$ cat src/rtl/serial_adder_ctrl_if.sv
// rtl/serial_adder_ctrl_if.sv - request/result bundle between a datapath and the serial adder sequencer
interface serial_adder_ctrl_if #(
    parameter int WIDTH = 8
);
    logic             start;
    logic             sub;
    logic [WIDTH-1:0] a;
    logic [WIDTH-1:0] b;
    logic             busy;
    logic             done;
    logic [WIDTH-1:0] sum;
    logic             cout;
    logic             ovf;

    modport master (
        output start, sub, a, b,
        input  busy, done, sum, cout, ovf
    );

    modport slave (
        input  start, sub, a, b,
        output busy, done, sum, cout, ovf
    );
endinterface

$ cat src/rtl/serial_adder_ctrl.sv
// rtl/serial_adder_ctrl.sv - bit-serial add/subtract sequencer driving one external 1-bit full adder
// Operands are latched on start and fed LSB first; sum/cout/ovf are captured on the last bit.
module serial_adder_ctrl #(
    parameter int WIDTH = 8
) (
    input  logic                clk,
    input  logic                rst,
    serial_adder_ctrl_if.slave  bus,
    output logic                fa_a,
    output logic                fa_b,
    output logic                fa_cin,
    input  logic                fa_s,
    input  logic                fa_cout
);
    localparam int CNT_W = $clog2(WIDTH);
    localparam logic [CNT_W-1:0] LAST_BIT = CNT_W'(WIDTH - 1);

    typedef enum logic [1:0] {
        S_IDLE = 2'd0,
        S_RUN  = 2'd1,
        S_DONE = 2'd2
    } state_t;

    state_t           state_q, state_d;
    logic [WIDTH-1:0] sa_q, sa_d;
    logic [WIDTH-1:0] sb_q, sb_d;
    logic [WIDTH-1:0] sr_q, sr_d;
    logic             c_q, c_d;
    logic [CNT_W-1:0] cnt_q, cnt_d;
    logic [WIDTH-1:0] sum_q, sum_d;
    logic             cout_q, cout_d;
    logic             ovf_q, ovf_d;

    always_ff @(posedge clk) begin
        if (rst) begin
            state_q <= S_IDLE;
            sa_q    <= '0;
            sb_q    <= '0;
            sr_q    <= '0;
            c_q     <= 1'b0;
            cnt_q   <= '0;
            sum_q   <= '0;
            cout_q  <= 1'b0;
            ovf_q   <= 1'b0;
        end else begin
            state_q <= state_d;
            sa_q    <= sa_d;
            sb_q    <= sb_d;
            sr_q    <= sr_d;
            c_q     <= c_d;
            cnt_q   <= cnt_d;
            sum_q   <= sum_d;
            cout_q  <= cout_d;
            ovf_q   <= ovf_d;
        end
    end

    always_comb begin
        state_d = state_q;
        sa_d    = sa_q;
        sb_d    = sb_q;
        sr_d    = sr_q;
        c_d     = c_q;
        cnt_d   = cnt_q;
        sum_d   = sum_q;
        cout_d  = cout_q;
        ovf_d   = ovf_q;

        unique case (state_q)
            S_IDLE: begin
                if (bus.start) begin
                    // Subtraction is A + ~B + 1: invert B and seed the carry with sub.
                    sa_d    = bus.a;
                    sb_d    = bus.sub ? ~bus.b : bus.b;
                    c_d     = bus.sub;
                    cnt_d   = '0;
                    state_d = S_RUN;
                end
            end
            S_RUN: begin
                sa_d  = sa_q >> 1;
                sb_d  = sb_q >> 1;
                sr_d  = {fa_s, sr_q[WIDTH-1:1]};
                c_d   = fa_cout;
                cnt_d = cnt_q + CNT_W'(1);
                if (cnt_q == LAST_BIT) begin
                    // c_q is the carry into the MSB, fa_cout the carry out of it.
                    sum_d   = {fa_s, sr_q[WIDTH-1:1]};
                    cout_d  = fa_cout;
                    ovf_d   = c_q ^ fa_cout;
                    state_d = S_DONE;
                end
            end
            S_DONE: begin
                state_d = S_IDLE;
            end
            default: begin
                state_d = S_IDLE;
            end
        endcase
    end

    assign fa_a   = (state_q == S_RUN) ? sa_q[0] : 1'b0;
    assign fa_b   = (state_q == S_RUN) ? sb_q[0] : 1'b0;
    assign fa_cin = (state_q == S_RUN) ? c_q     : 1'b0;

    assign bus.busy = (state_q != S_IDLE);
    assign bus.done = (state_q == S_DONE);
    assign bus.sum  = sum_q;
    assign bus.cout = cout_q;
    assign bus.ovf  = ovf_q;
endmodule

$ cat src/flat_wrapper.sv
// flat-port wrapper written by rule: the top's interface ports become plain ports
module serial_adder_ctrl_flat 
#(
    parameter int WIDTH = 8
)
  (clk, rst, fa_a, fa_b, fa_cin, fa_s, fa_cout, bus_start, bus_sub, bus_a, bus_b, bus_busy, bus_done, bus_sum, bus_cout, bus_ovf);
  serial_adder_ctrl_if #(.WIDTH(WIDTH)) bus_i ();
  input  logic clk;
  input  logic rst;
  output logic fa_a;
  output logic fa_b;
  output logic fa_cin;
  input  logic fa_s;
  input  logic fa_cout;
  input wire logic [$bits(bus_i.start)-1:0] bus_start;
  input wire logic [$bits(bus_i.sub)-1:0] bus_sub;
  input wire logic [$bits(bus_i.a)-1:0] bus_a;
  input wire logic [$bits(bus_i.b)-1:0] bus_b;
  output wire logic [$bits(bus_i.busy)-1:0] bus_busy;
  output wire logic [$bits(bus_i.done)-1:0] bus_done;
  output wire logic [$bits(bus_i.sum)-1:0] bus_sum;
  output wire logic [$bits(bus_i.cout)-1:0] bus_cout;
  output wire logic [$bits(bus_i.ovf)-1:0] bus_ovf;
  assign bus_i.start = bus_start;
  assign bus_i.sub = bus_sub;
  assign bus_i.a = bus_a;
  assign bus_i.b = bus_b;
  assign bus_busy = bus_i.busy;
  assign bus_done = bus_i.done;
  assign bus_sum = bus_i.sum;
  assign bus_cout = bus_i.cout;
  assign bus_ovf = bus_i.ovf;
  serial_adder_ctrl #(.WIDTH(WIDTH)) u_core (.clk(clk), .rst(rst), .bus(bus_i), .fa_a(fa_a), .fa_b(fa_b), .fa_cin(fa_cin), .fa_s(fa_s), .fa_cout(fa_cout));
endmodule
$ cat config.mk
export PLATFORM = sky130hd
export DESIGN_NAME = serial_adder_ctrl_flat
export DESIGN_NICKNAME = d
export VERILOG_FILES = /design/src/rtl/serial_adder_ctrl_if.sv /design/src/rtl/serial_adder_ctrl.sv /design/src/flat_wrapper.sv
export SDC_FILE = /design/constraint.sdc
export NUM_CORES = 1
export LEC_CHECK = 0
export CAP_MARGIN = 20
export CELL_PAD_IN_SITES_DETAIL_PLACEMENT = 0
export CELL_PAD_IN_SITES_GLOBAL_PLACEMENT = 2
export CORE_AREA = 4 4 93 69
export DETAILED_ROUTE_END_ITERATION = 6
export DIE_AREA = 0 0 97 73
export GPL_ROUTABILITY_DRIVEN = 0
export GPL_TIMING_DRIVEN = 1
export PLACE_DENSITY_LB_ADDON = 0.1
export RECOVER_POWER = 100
export REMOVE_ABC_BUFFERS = 1
export SETUP_SLACK_MARGIN = 0.4
export SLEW_MARGIN = 0
export SYNTH_ARGS = -nofsm -noshare
export SYNTH_HDL_FRONTEND = slang
export SYNTH_SLANG_ARGS = --single-unit
$ cat constraint.sdc
create_clock -name clk -period 1.9 [get_ports clk]
set_input_delay 0.38 -clock clk [delete_from_list [all_inputs] [get_ports clk]]
set_output_delay 0.38 -clock clk [all_outputs]
set_load 0.02 [all_outputs]
==> key figures <==
Run status
  • Status: completed

Routing
  • DR pass1 iterations: 4
  • Antenna Violating Nets Remaining: 0
  • Vias: 1446
  • Initial DRC Count: 52
  • WL/cell: 12.64 µm
  • DR vias/cell: 4.605
  • WL final: 3968 µm
  • DRC Markers: 0

Die
  • CORE AREA: 0.005554 mm²
  • Die height: 73 µm
  • I/O Pins: 37
  • Die Span X: 97 µm
  • Die Area: 0.007081 mm²
  • Cell row count: 23
  • Initial Utilization: 0.3109

Synthesis
  • Flops & latches, synth: 39
  • Ys Warns: 0
  • Post-Syn Area: 0.001727 mm²
  • Mapped Cells: approximately 190
  • Seq/Total Area, Yosys: 0.4522
  • Synth cell types: 29
  • Syn_area_per_cell: 8.946 µm²

Critical path
  • CP dominant cell by count: buf_6
  • Critical-path top delay cell: dfxtp_1
  • RR Startpoint: u_core.state_q[1]$_SDFFE_PP0P_
  • Critical Path, Cell by Cell: nor2b_1 -> buf_6 -> and2_4 -> buf_6
  • Worst Reg-to-Reg Cells: 5
  • Worst r2r dst: u_core.bus.sum[3]$_SDFFE_PP0P_
  • Crit end category: primary output
  • Worst reg2reg setup slack: 470 ps
  • CP Launch Type: flop
  • Crit path arrival time: around 1300 ps
  • CP max FO: 3
  • Req. time, crit path: between 1500 and 2000 ps
  • Setup CP Type: reg2out
  • Critical path's largest stage delay: 350 ps

Clocking
  • Clk buf depth: 2
  • CTS Root Buffer Type: clkbuf_8
  • Clk slew on worst S/H paths: 70 ps
  • Clk_lat worst skew: approximately 280 ps
  • Clk sinks: 39
  • H-tree levels: 2
  • CTS tree: built
  • CTS Buf Count: 5

GRT
  • Largest net degree at the start of global routing: 40
  • Vias in the first global route: around 1400
  • GR Util All Layers: 0.1107
  • Global-route wire length before repair: 6327 µm
  • Initial antenna violation count: 0
  • Gr ovfl total: 0

Pwr
  • Cell Pwr Density: 779.1 mW/mm²
  • Worst vdd ir: 0.0003689 V
  • P_leak: roughly 0.90 nW

Finish
  • Fin nets: 262
  • Most frequent cells in the layout: dfxtp_1, nand2_1, clkdlybuf4s50_1
  • Final non-filler cell total: 314
  • Most common cell after layout, fill and taps aside: dfxtp_1
  • Share of layout cells above drive strength 1: 0.1925
  • Area Growth Syn to Fin: 36.23%
  • Ant diodes: 0

Place
  • Dpl ws: 68.21 ps
  • Buffers on Ports: 36
  • DPL Wire Length: between 2000 and 3000 µm
  • Placed Instances: 300

Hold path
  • Hold crit path type: reg2reg
  • Hold Crit Depth: 1
  • HP Start: u_core.cnt_q[0]$_SDFFE_PP0P_
  • Hold EP: u_core.cnt_q[0]$_SDFFE_PP0P_

Timing
  • Max transition margin: 0.6924
  • Hold Violations, Final: 0
  • FMAX: 612.5 MHz
  • RSZ-0062 raised after global routing: true
  • PnR worst setup slack: 267.3 ps
  • Worst-margin pin slew: 460.0 ps
  • Final Max Tran Viols: 0
  • Clock skew: 6.155 ps
  • Minimum clock period: 1633 ps
  • Fin crit share: 0.8593
  • Final setup viols: 0

Run
  • Max_cap viols: 0
[per-layer routing]
metal,GRT usage,up-vias,routed length (µm)
met5,0,-,0
met2,0.1904,28,1891
li1,-,751,-
met1,0.1350,665,1870
met3,0.03438,2,182
met4,0.03271,0,24
[final cells by class]
class | instances | area, µm²
clock buffer | 6 | 82.58
clock inverter | 2 | 35.03
fill | 561 | 3202
multi-input combinational | 141 | 877.1
sequential | 39 | 782.0
tap | 75 | 93.84
timing repair buffer | 51 | 481.7
[stage by stage]
step	util	hold WS, ps	cell area, µm²	setup TNS (ps)	power, mW
2_1_floorplan	-	426.0	1648	-649.7	1.013
3_3_place_gp	0.3942	440.9	2190	0	1.128
3_5_place_dp	0.3942	446.1	2190	0	1.133
4_1_cts	0.4226	457.8	2347	0	1.863
5_1_grt	0.4235	467.1	2352	0	1.920
6_report	0.4235	441.1	2352	0	1.833
[kinds of logic after synthesis]
kind of cell / Yosys count / synth area share
compound gates: 47 / 0.1819
fa+ha+maj: 2 / 0.01449
flops: 39 / 0.4522
simple gates: 82 / 0.2602
buf+inv: 14 / 0.04564
xor+xnor: 9 / 0.04565
[state kept, by name, indices dropped and copies added (netlist names)]
| register | cells |
|---|---|
| u_core.sa_q | 8 |
| u_core.bus.ovf | 1 |
| u_core.sb_q | 8 |
| u_core.bus.cout | 1 |
| u_core.state_q | 2 |
| u_core.sr_q | 7 |
| u_core.cnt_q | 3 |
| u_core.bus.sum | 8 |
| u_core.c_q | 1 |
[Yosys cell counts]
library cell / instances / share of area
buf_4: 3 / 0.013
a211oi_1: 2 / 0.0087
ha_1: 2 / 0.014
nand3b_2: 1 / 0.0065
a21oi_1: 18 / 0.052
nand2b_1: 10 / 0.036
o22ai_1: 7 / 0.025
xnor2_1: 8 / 0.041
o21bai_1: 1 / 0.0043
a211oi_2: 1 / 0.0072
nor3_1: 1 / 0.0029
or3b_1: 8 / 0.041
a21oi_2: 6 / 0.030
dfxtp_1: 39 / 0.45
o21ba_1: 1 / 0.0058
nor3b_1: 1 / 0.0043
and2_1: 3 / 0.011
nand2_1: 32 / 0.070
xor2_1: 1 / 0.0051
nor2_1: 15 / 0.033
a22oi_1: 11 / 0.048
buf_2: 5 / 0.014
nor3_2: 7 / 0.041
or2_2: 1 / 0.0036
buf_6: 1 / 0.0065
clkbuf_1: 4 / 0.0087
nor2b_1: 2 / 0.0072
and3b_1: 1 / 0.0051
clkbuf_2: 1 / 0.0029
[report_power, final]
part           total [mW]  leakage, nW  internal (mW)  switching (mW)
combinational       0.253        0.525          0.139           0.114
clock               0.708       0.0612          0.425           0.283
sequential          0.871        0.319          0.853          0.0188
[critical path: cells and delay by family, from the launching register on]
| family | cells | cell delay [ps] |
|---|---|---|
| and+or+nand+nor | 2 | 370 |
| buffers and inverters | 2 | 240 |
| DFF | 1 | 350 |
[timing repair]
action                                 4_1_cts  5_1_grt
setup endpoints to repair                   29        6
hold buffers                                 0        0
setup buffers                                4        1
endpoints found under the hold margin        0        0
resized for setup                           48        7
pin swaps                                    2        0
gates cloned                                 0        1
[how the worst max path moves through the flow]
stage / from / cells after the start / end
after floorplan: u_core.state_q[0]$_SDFFE_PP0P_ / 2 / fa_a
after global placement: bus_start / 4 / u_core.sb_q[6]$_SDFFE_PP0P_
after detailed placement: bus_start / 4 / u_core.sb_q[3]$_SDFFE_PP0P_
after CTS: u_core.state_q[0]$_SDFFE_PP0P_ / 4 / fa_b
after global routing: u_core.state_q[0]$_SDFFE_PP0P_ / 4 / fa_cin
final: u_core.state_q[0]$_SDFFE_PP0P_ / 4 / fa_cin
Power figures use the tool's default switching activity.
